--- config.mk ---
export PLATFORM = sky130hd
export DESIGN_NAME = mem_to_axi
export DESIGN_NICKNAME = d
export VERILOG_FILES = /design/src/rtl/mem_to_axi.sv
export SDC_FILE = /design/constraint.sdc
export NUM_CORES = 1
export LEC_CHECK = 0
export CELL_PAD_IN_SITES_DETAIL_PLACEMENT = 0
export CELL_PAD_IN_SITES_GLOBAL_PLACEMENT = 2
export CORE_AREA = 3 3 176 178
export DETAILED_ROUTE_END_ITERATION = 8
export DIE_AREA = 0 0 179 181
export DONT_BUFFER_PORTS = 1
export HOLD_SLACK_MARGIN = 0.05
export PLACE_DENSITY_LB_ADDON = 0.1
export SETUP_SLACK_MARGIN = 0.2
export SLEW_MARGIN = 20
export SYNTH_ARGS = -nofsm -noshare
export SYNTH_HDL_FRONTEND = slang
export SYNTH_SLANG_ARGS = --single-unit
--- constraint.sdc ---
create_clock -name clk_i -period 3.6 [get_ports clk_i]
set_input_delay 0.54 -clock clk_i [delete_from_list [all_inputs] [get_ports clk_i]]
set_output_delay 0.54 -clock clk_i [all_outputs]
set_load 0.005 [all_outputs]
--- src/rtl/mem_to_axi.sv ---
`default_nettype none
// +----------------------------------------------------------------------------+
// | Module      : mem_to_axi (with soc_pkg AXI channel types)                   |
// | Description : Single-port memory req/gnt/rvalid initiator to single-beat   |
// |               AXI4 master; one outstanding transaction, word addresses     |
// |               rebased onto MEM_BASE. Optional MEM_TO_AXI_ERR_CNT_EN adds   |
// |               a saturating SLVERR/DECERR counter on err_cnt_o.             |
// | Revision    : 1.0 - initial release                                        |
// +----------------------------------------------------------------------------+

package soc_pkg;
    localparam int IW = 4;
    localparam int AW = 32;
    localparam int DW = 64;
    localparam int UW = 1;

    typedef struct packed {
        logic [IW-1:0] id;
        logic [AW-1:0] addr;
        logic [7:0]    len;
        logic [2:0]    size;
        logic [1:0]    burst;
        logic          lock;
        logic [3:0]    cache;
        logic [2:0]    prot;
        logic [3:0]    qos;
        logic [3:0]    region;
        logic [5:0]    atop;
        logic [UW-1:0] user;
    } aw_chan_t;

    typedef struct packed {
        logic [IW-1:0] id;
        logic [AW-1:0] addr;
        logic [7:0]    len;
        logic [2:0]    size;
        logic [1:0]    burst;
        logic          lock;
        logic [3:0]    cache;
        logic [2:0]    prot;
        logic [3:0]    qos;
        logic [3:0]    region;
        logic [UW-1:0] user;
    } ar_chan_t;

    typedef struct packed {
        logic [DW-1:0]   data;
        logic [DW/8-1:0] strb;
        logic            last;
        logic [UW-1:0]   user;
    } w_chan_t;

    typedef struct packed {
        logic [IW-1:0] id;
        logic [1:0]    resp;
        logic [UW-1:0] user;
    } b_chan_t;

    typedef struct packed {
        logic [IW-1:0] id;
        logic [DW-1:0] data;
        logic [1:0]    resp;
        logic          last;
        logic [UW-1:0] user;
    } r_chan_t;

    typedef struct packed {
        aw_chan_t aw;
        logic     aw_valid;
        w_chan_t  w;
        logic     w_valid;
        logic     b_ready;
        ar_chan_t ar;
        logic     ar_valid;
        logic     r_ready;
    } m_req_t;

    typedef struct packed {
        logic    aw_ready;
        logic    ar_ready;
        logic    w_ready;
        logic    b_valid;
        b_chan_t b;
        logic    r_valid;
        r_chan_t r;
    } m_resp_t;
endpackage

module mem_to_axi #(
    parameter type         req_t    = soc_pkg::m_req_t,
    parameter type         resp_t   = soc_pkg::m_resp_t,
    parameter logic [63:0] MEM_BASE = 64'h0,
    parameter int          MEM_DW   = 64,
    parameter int          MEM_AW   = 16,
    parameter int          AXI_ID   = 0
) (
    input  logic                clk_i,
    input  logic                arst_ni,
    input  logic                mem_req_i,
    output logic                mem_gnt_o,
    input  logic                mem_we_i,
    input  logic [MEM_AW-1:0]   mem_addr_i,
    input  logic [MEM_DW-1:0]   mem_wdata_i,
    input  logic [MEM_DW/8-1:0] mem_strb_i,
    output logic                mem_rvalid_o,
    output logic [MEM_DW-1:0]   mem_rdata_o,
    output logic                mem_err_o,
`ifdef MEM_TO_AXI_ERR_CNT_EN
    output logic [15:0]         err_cnt_o,
`endif
    output req_t                req_o,
    input  resp_t               resp_i
);

    localparam int IW  = $bits(req_o.aw.id);
    localparam int AW  = $bits(req_o.aw.addr);
    localparam int DW  = $bits(req_o.w.data);
    localparam int OFF = $clog2(MEM_DW/8);

    localparam logic [2:0] S_IDLE    = 3'd0;
    localparam logic [2:0] S_WR_ADDR = 3'd1;
    localparam logic [2:0] S_WR_RESP = 3'd2;
    localparam logic [2:0] S_RD_ADDR = 3'd3;
    localparam logic [2:0] S_RD_DATA = 3'd4;

`ifdef SIMULATION
    if (MEM_DW != DW) begin : g_chk_dw
        $fatal(1, "mem_to_axi: MEM_DW must equal AXI data width");
    end
    if (MEM_AW + OFF > AW) begin : g_chk_aw
        $fatal(1, "mem_to_axi: MEM_AW does not fit the AXI address width");
    end
`endif

    logic [2:0]          state_q, state_d;
    logic [AW-1:0]       addr_q;
    logic [MEM_DW-1:0]   wdata_q;
    logic [MEM_DW/8-1:0] strb_q;
    logic                aw_done_q, w_done_q;
    logic                rvalid_q, err_q;
    logic [MEM_DW-1:0]   rdata_q;

    logic          w_accept, w_aw_valid, w_w_valid, w_ar_valid, w_b_ready, w_r_ready;
    logic          w_aw_hs, w_w_hs, w_ar_hs, w_b_hs, w_r_cpl, w_cpl;
    logic [1:0]    w_cpl_resp;
    logic [AW-1:0] w_axi_addr;
    logic          w_unused;

    assign mem_gnt_o  = (state_q == S_IDLE);
    assign w_accept   = mem_req_i && mem_gnt_o;
    // Wraps modulo 2^AW by construction of the AW-bit sum.
    assign w_axi_addr = MEM_BASE[AW-1:0] + (AW'(mem_addr_i) << OFF);

    assign w_aw_valid = (state_q == S_WR_ADDR) && !aw_done_q;
    assign w_w_valid  = (state_q == S_WR_ADDR) && !w_done_q;
    assign w_ar_valid = (state_q == S_RD_ADDR);
    assign w_b_ready  = (state_q == S_WR_RESP);
    assign w_r_ready  = (state_q == S_RD_DATA);

    assign w_aw_hs    = w_aw_valid && resp_i.aw_ready;
    assign w_w_hs     = w_w_valid && resp_i.w_ready;
    assign w_ar_hs    = w_ar_valid && resp_i.ar_ready;
    assign w_b_hs     = w_b_ready && resp_i.b_valid;
    assign w_r_cpl    = w_r_ready && resp_i.r_valid && resp_i.r.last;
    assign w_cpl      = w_b_hs || w_r_cpl;
    assign w_cpl_resp = w_b_hs ? resp_i.b.resp : resp_i.r.resp;

    assign w_unused = ^{resp_i.b.id, resp_i.b.user, resp_i.r.id, resp_i.r.user};

    always_ff @(posedge clk_i or negedge arst_ni) begin
        if (!arst_ni) begin
            state_q <= S_IDLE;
        end else begin
            state_q <= state_d;
        end
    end

    always_comb begin
        state_d = state_q;
        case (state_q)
            S_IDLE:    if (w_accept) state_d = mem_we_i ? S_WR_ADDR : S_RD_ADDR;
            S_WR_ADDR: if ((aw_done_q || w_aw_hs) && (w_done_q || w_w_hs)) state_d = S_WR_RESP;
            S_WR_RESP: if (w_b_hs) state_d = S_IDLE;
            S_RD_ADDR: if (w_ar_hs) state_d = S_RD_DATA;
            S_RD_DATA: if (w_r_cpl) state_d = S_IDLE;
            default:   state_d = S_IDLE;
        endcase
    end

    always_comb begin
        req_o          = '0;
        req_o.aw.id    = IW'(AXI_ID);
        req_o.aw.addr  = addr_q;
        req_o.aw.size  = 3'($clog2(DW/8));
        req_o.aw.burst = 2'b01;
        req_o.aw_valid = w_aw_valid;
        req_o.w.data   = wdata_q;
        req_o.w.strb   = strb_q;
        req_o.w.last   = 1'b1;
        req_o.w_valid  = w_w_valid;
        req_o.b_ready  = w_b_ready;
        req_o.ar.id    = IW'(AXI_ID);
        req_o.ar.addr  = addr_q;
        req_o.ar.size  = 3'($clog2(DW/8));
        req_o.ar.burst = 2'b01;
        req_o.ar_valid = w_ar_valid;
        req_o.r_ready  = w_r_ready;
    end

    // Per-channel done flags let AW and W complete in either order.
    always_ff @(posedge clk_i or negedge arst_ni) begin
        if (!arst_ni) begin
            addr_q    <= '0;
            wdata_q   <= '0;
            strb_q    <= '0;
            aw_done_q <= 1'b0;
            w_done_q  <= 1'b0;
            rvalid_q  <= 1'b0;
            rdata_q   <= '0;
            err_q     <= 1'b0;
        end else begin
            if (w_accept) begin
                addr_q    <= w_axi_addr;
                wdata_q   <= mem_wdata_i;
                strb_q    <= mem_strb_i;
                aw_done_q <= 1'b0;
                w_done_q  <= 1'b0;
            end else begin
                if (w_aw_hs) aw_done_q <= 1'b1;
                if (w_w_hs)  w_done_q  <= 1'b1;
            end
            rvalid_q <= w_cpl;
            if (w_cpl) begin
                rdata_q <= w_r_cpl ? resp_i.r.data : '0;
                err_q   <= (w_cpl_resp != 2'b00);
            end
        end
    end

    assign mem_rvalid_o = rvalid_q;
    assign mem_rdata_o  = rdata_q;
    assign mem_err_o    = err_q;

`ifdef MEM_TO_AXI_ERR_CNT_EN
    logic [15:0] err_cnt_q;

    // Only SLVERR/DECERR count; EXOKAY still raises mem_err_o.
    always_ff @(posedge clk_i or negedge arst_ni) begin
        if (!arst_ni) begin
            err_cnt_q <= '0;
        end else if (w_cpl && w_cpl_resp[1] && (err_cnt_q != 16'hFFFF)) begin
            err_cnt_q <= err_cnt_q + 16'd1;
        end
    end

    assign err_cnt_o = err_cnt_q;
`endif

endmodule
`default_nettype wire

Yosys cells after proc, flatten, opt, wreduce, memory -nomap -nowiden:

Cells that the tools add are included.

* bits in registers: 159
* input bits: 176
* output and inout port bits: 284
* logic and storage cells: 51

* equal/unequal tests: 9
* multiplexer cells: 13
* reductions and logical operators: 20

Operators by type and width (count)
* two-way mux 64 bit: 1
* two-way mux 3 bit: 5
* one-hot mux 3 bit (5 select lines): 1
* logical AND 1 bit: 10
* inequality test 2 x 1 -> 1 bit, second input constant: 5
* equality test 3 x 2 -> 1 bit, second input constant: 2
* nonzero test 2 bit: 3
* AND reduction 5 bit: 1
* two-way mux 1 bit: 4
* two-way mux 2 bit: 2
* equality test 3 x 1 -> 1 bit, second input constant: 1
* equality test 3 bit, second input constant: 1
* zero test 3 bit: 1
* logical OR 1 bit: 3
* zero test 1 bit: 2

Depth between registers and ports, before layout:

* word-level depth: 7
* gate-level depth with buffers: 7
* gate-level depth less buffers: 4

Worst setup path after synthesis:

No wires, ideal clock.

* kind: register -> register
* from: reg state_q[1]
* to: reg wdata_q[22]
* library setup time: 0.125 ns
* arrival: 1.555 ns
* data required time: 3.475 ns
* slack: 1.921 ns
* stages on the path, launching flop included: 8
* path buffers: 4
* clock period less this slack: 1.679 ns
* cells stage by stage: dfrtp_1 buf_6 nor3_2 and2_1 buf_2 buf_6 buf_6 mux2_2

* longest elaborated chain between the ends: 2

RTL lines
* start, declared: line 135 `logic [2:0] state_q, state_d;`
* start signal, assigned: line 174 `state_q <= state_d;`
* zero test 3 bit: line 149 `assign mem_gnt_o = (state_q == S_IDLE);`
* via mem_gnt_o: line 100 `output logic mem_gnt_o,`
* logical AND 1 bit: line 150 `assign w_accept = mem_req_i && mem_gnt_o;`
* end signal, assigned: line 224 `wdata_q <= mem_wdata_i;`
* end, declared: line 137 `logic [MEM_DW-1:0] wdata_q;`

The timed path passes the listed nets, and every way through them passes these cells.
A chain may end at the register's enable or synchronous reset.

Worst setup path in the final report:

* from: reg state_q[0]
* to: reg strb_q[2]

* longest elaborated chain between the ends: 2

RTL lines
* zero test 3 bit: line 149
* via mem_gnt_o: line 100
* logical AND 1 bit: line 150
* end signal, assigned: line 225 `strb_q <= mem_strb_i;`
* end, declared: line 138 `logic [MEM_DW/8-1:0] strb_q;`

The timed path passes the listed nets, and every way through them passes these cells.

==> out/metrics.yaml <==
fin_ws_ns: 1.342
grt_start_max_net_pins: 160
multiInputGateArea_mm2: 0.002198
violations: "negative hold slack"
wl_per_cell_um: 21.21
start_kind: "flip-flop"
drt_pass1_iterations: 4
synthTopCellsByArea: "dfrtp_1 (57%), mux2_2 (14%), buf_4 (14%)"
period_minus_slack_ns: 2.258
post_cts.repair.setup_buffers: 0
portBuffers: 0
arrival_ns: 2.56
antenna_found_initial: 4
initial_utilization_pct: 23.45
avgSynthCellArea_um2: 13.62
gp_congestion: 0.6888
fillers: 3102
pin_count: 460
vias_per_cell: 3.968
ys_ff_latch: 159
antennaDiodeCount: 0
maxSlewHeadroom_pct: 47.79
gr-total-overflow: 0
ant_nets: 0
leakage_uw: 0.003325
die_area_mm2: 0.03240
clk_pin_slew_ns: 0.07
synth-edff-count: 0
ys_seq_area_share_pct: 57.39
critical_path_class: "flip-flop to flip-flop"
finalCritPeriodShare_pct: 62.72
drt-total-wl_um: 18810
worst_r2r_path_depth: 4
worst_slew_pin_slew_ns: 0.7814
core_area_mm2: 0.02956
fmax_ghz: 0.4429
syn_area_mm2: 0.006933
cts_tree: "done"
area.growth.synth_to_final_pct: 5.685
finClkSkew_ns: 0.01511
clk-insertion-delay-late_ns: 0.42
grt_pass1_wl_um: 26360
cts_resized: 0
end_kind: "flip-flop"
grt_pass1_vias: 3756
yosys_most_used_dff: "dfrtp_1"
min_path_type: "input port to async pin"
dp.final_hpwl_um: 14050
cts_buffers: 17
hold_violations: 159
numClockSinks: 159
p_total_uw: 6333
synth_cell_types: 31
regArea_mm2: 0.003979
core.rowCount: 63
clk_path_buf_depth: 2
drive_gt1_share_pct: 25.75
crit_start: "state_q[0]"
die_y_um: 181
yosys_warnings: 0
grt_setup_unrepaired: "false"
dieWidth_um: 179
drv_slew: 0
drc: 0
vdd.ir_drop.worst_mv: 0.2829
worstReg2RegStart: "state_q[0]"
preCtsSetupSlack_ns: 1.243
synth_area_leader_cell: "dfrtp_1"
cp_max_fo: 32
cts_root_buffer: "clkbuf_16"
fin_hold_ws_ns: -0.1919
maxCapViolCount: 0
p_per_area_mw_per_mm2: 864.3
track_usage_pct: 11.04
via_count: 3520
status: "finished, violations left"
syn-instance-count: 509
required_ns: 3.90
finalSetupViolations: 0
final_nets: 660
post-route-util_pct: 24.79
async_reset_ff_share_pct: 100.0
timing.setup.tns_ns: 0
htreeDepth: 4
drtIter0Drc: 62
yosysTopAreaCellShare_pct: 57.39
stage by stage:
| stage | instance area [um^2] | instances |
|---|---|---|
| 2_1_floorplan | 7331 | 615 |
| 6_report | 7327 | 887 |
| 4_1_cts | 7327 | 887 |
| 3_5_place_dp | 6739 | 855 |
| 3_3_place_gp | 6739 | 855 |
| 5_1_grt | 7327 | 887 |
sequential cells by signal, summed over array words and instances, names as in the netlist:
name / count
mem_rvalid_o: 1
wdata_q: 64
mem_err_o: 1
w_done_q: 1
aw_done_q: 1
strb_q: 8
state_q: 3
mem_rdata_o: 64
addr_q: 16
cell usage in the layout, fill, tap and decap left out:
| cell type | Yosys | final |
|---|---|---|
| nor3b_2 | 1 | 1 |
| and2_1 | 2 | 1 |
| a31oi_1 | 2 | 2 |
| nor3_1 | 1 | 1 |
| clkinvlp_4 | 0 | 3 |
| a22oi_1 | 1 | 1 |
| mux2_1 | 1 | 1 |
| nand2_1 | 3 | 3 |
| clkinv_8 | 0 | 1 |
| and2b_1 | 1 | 1 |
| a22o_1 | 65 | 65 |
| nor3b_1 | 1 | 1 |
| clkbuf_16 | 0 | 17 |
| a211oi_1 | 1 | 1 |
| dfrtp_1 | 159 | 159 |
| a32oi_1 | 1 | 1 |
| bufinv_16 | 0 | 2 |
| clkbuf_1 | 2 | 3 |
| a21o_1 | 1 | 1 |
| nor2_1 | 6 | 6 |
| mux2_2 | 89 | 89 |
| clkinv_4 | 0 | 1 |
| conb_1 | 2 | 108 |
| buf_4 | 129 | 3 |
| o22ai_1 | 2 | 2 |
| and2_4 | 0 | 1 |
| nand3_1 | 1 | 1 |
| o21ai_0 | 1 | 1 |
| and3_2 | 0 | 1 |
| inv_1 | 3 | 3 |
| a21oi_1 | 4 | 4 |
| or2_2 | 0 | 1 |
| inv_6 | 0 | 5 |
| nor2b_1 | 1 | 1 |
| and3_1 | 2 | 1 |
| nand2b_1 | 1 | 1 |
| nor3_2 | 1 | 1 |
| buf_12 | 0 | 2 |
synth_stat cells, types with 2 or more instances:
| cell type | count |
|---|---|
| a21oi_1 | 4 |
| a22o_1 | 65 |
| a31oi_1 | 2 |
| and2_1 | 2 |
| and3_1 | 2 |
| buf_2 | 16 |
| buf_4 | 129 |
| buf_6 | 8 |
| clkbuf_1 | 2 |
| conb_1 | 2 |
| dfrtp_1 | 159 |
| inv_1 | 3 |
| mux2_2 | 89 |
| nand2_1 | 3 |
| nor2_1 | 6 |
| o22ai_1 | 2 |
layout make-up:
class	count	share of cell area, %
Clock buffer	20	5.960
Timing Repair Buffer	5	0.8538
Clock inverter	12	2.066
Sequential cell	159	54.30
Tap cell	390	6.660
Inverter	3	0.1537
Multi-Input combinational cell	298	30.00
path summary, 6_finish.rpt:
kind	end	slack [ns]
max in group asynchronous	mem_rdata_o[17]	3.51
worst max-delay path	strb_q[2]	1.34
min in group clk_i	mem_rdata_o[30]	0.25
worst min register to register	mem_rdata_o[17]	0.54
worst min-delay path	addr_q[17]	-0.19
worst max register to register	strb_q[2]	1.34
kinds of logic after synthesis:
kind of cell / count (synthesis) / share of synthesized area, %
AO/OA/AOI/OAI: 78 / 9.385
buffers and inverters: 158 / 16.69
flip-flops: 159 / 57.39
multiplexers: 90 / 14.62
other: 2 / 0.1083
AND/OR/NAND/NOR: 22 / 1.805
metal layers:
| metal | vias up | track usage, % | wire length, um | share of wire (%) |
|---|---|---|---|---|
| met4 | 8 | 3.055 | 167 | 0.89 |
| met1 | 1741 | 11.17 | 6343 | 34 |
| met5 | - | 0 | 55 | 0.29 |
| met3 | 19 | 4.645 | 2106 | 11 |
| li1 | 1490 | - | - | - |
| met2 | 262 | 20.51 | 10140 | 54 |
power by group:
| group | internal, uW | switching [uW] |
|---|---|---|
| Sequential | 2500 | 720 |
| Combinational | 748 | 512 |
| Clock | 1040 | 809 |
| Total | 4290 | 2040 |
worst max-delay path: stages, from the launching register on:
cell and delay (ns):
dfrtp_1 0.54, nor3_2 0.34, and2_4 0.51, buf_4 0.37, mux2_2 0.37
Note: power is estimated with default switching activity, not from simulation.
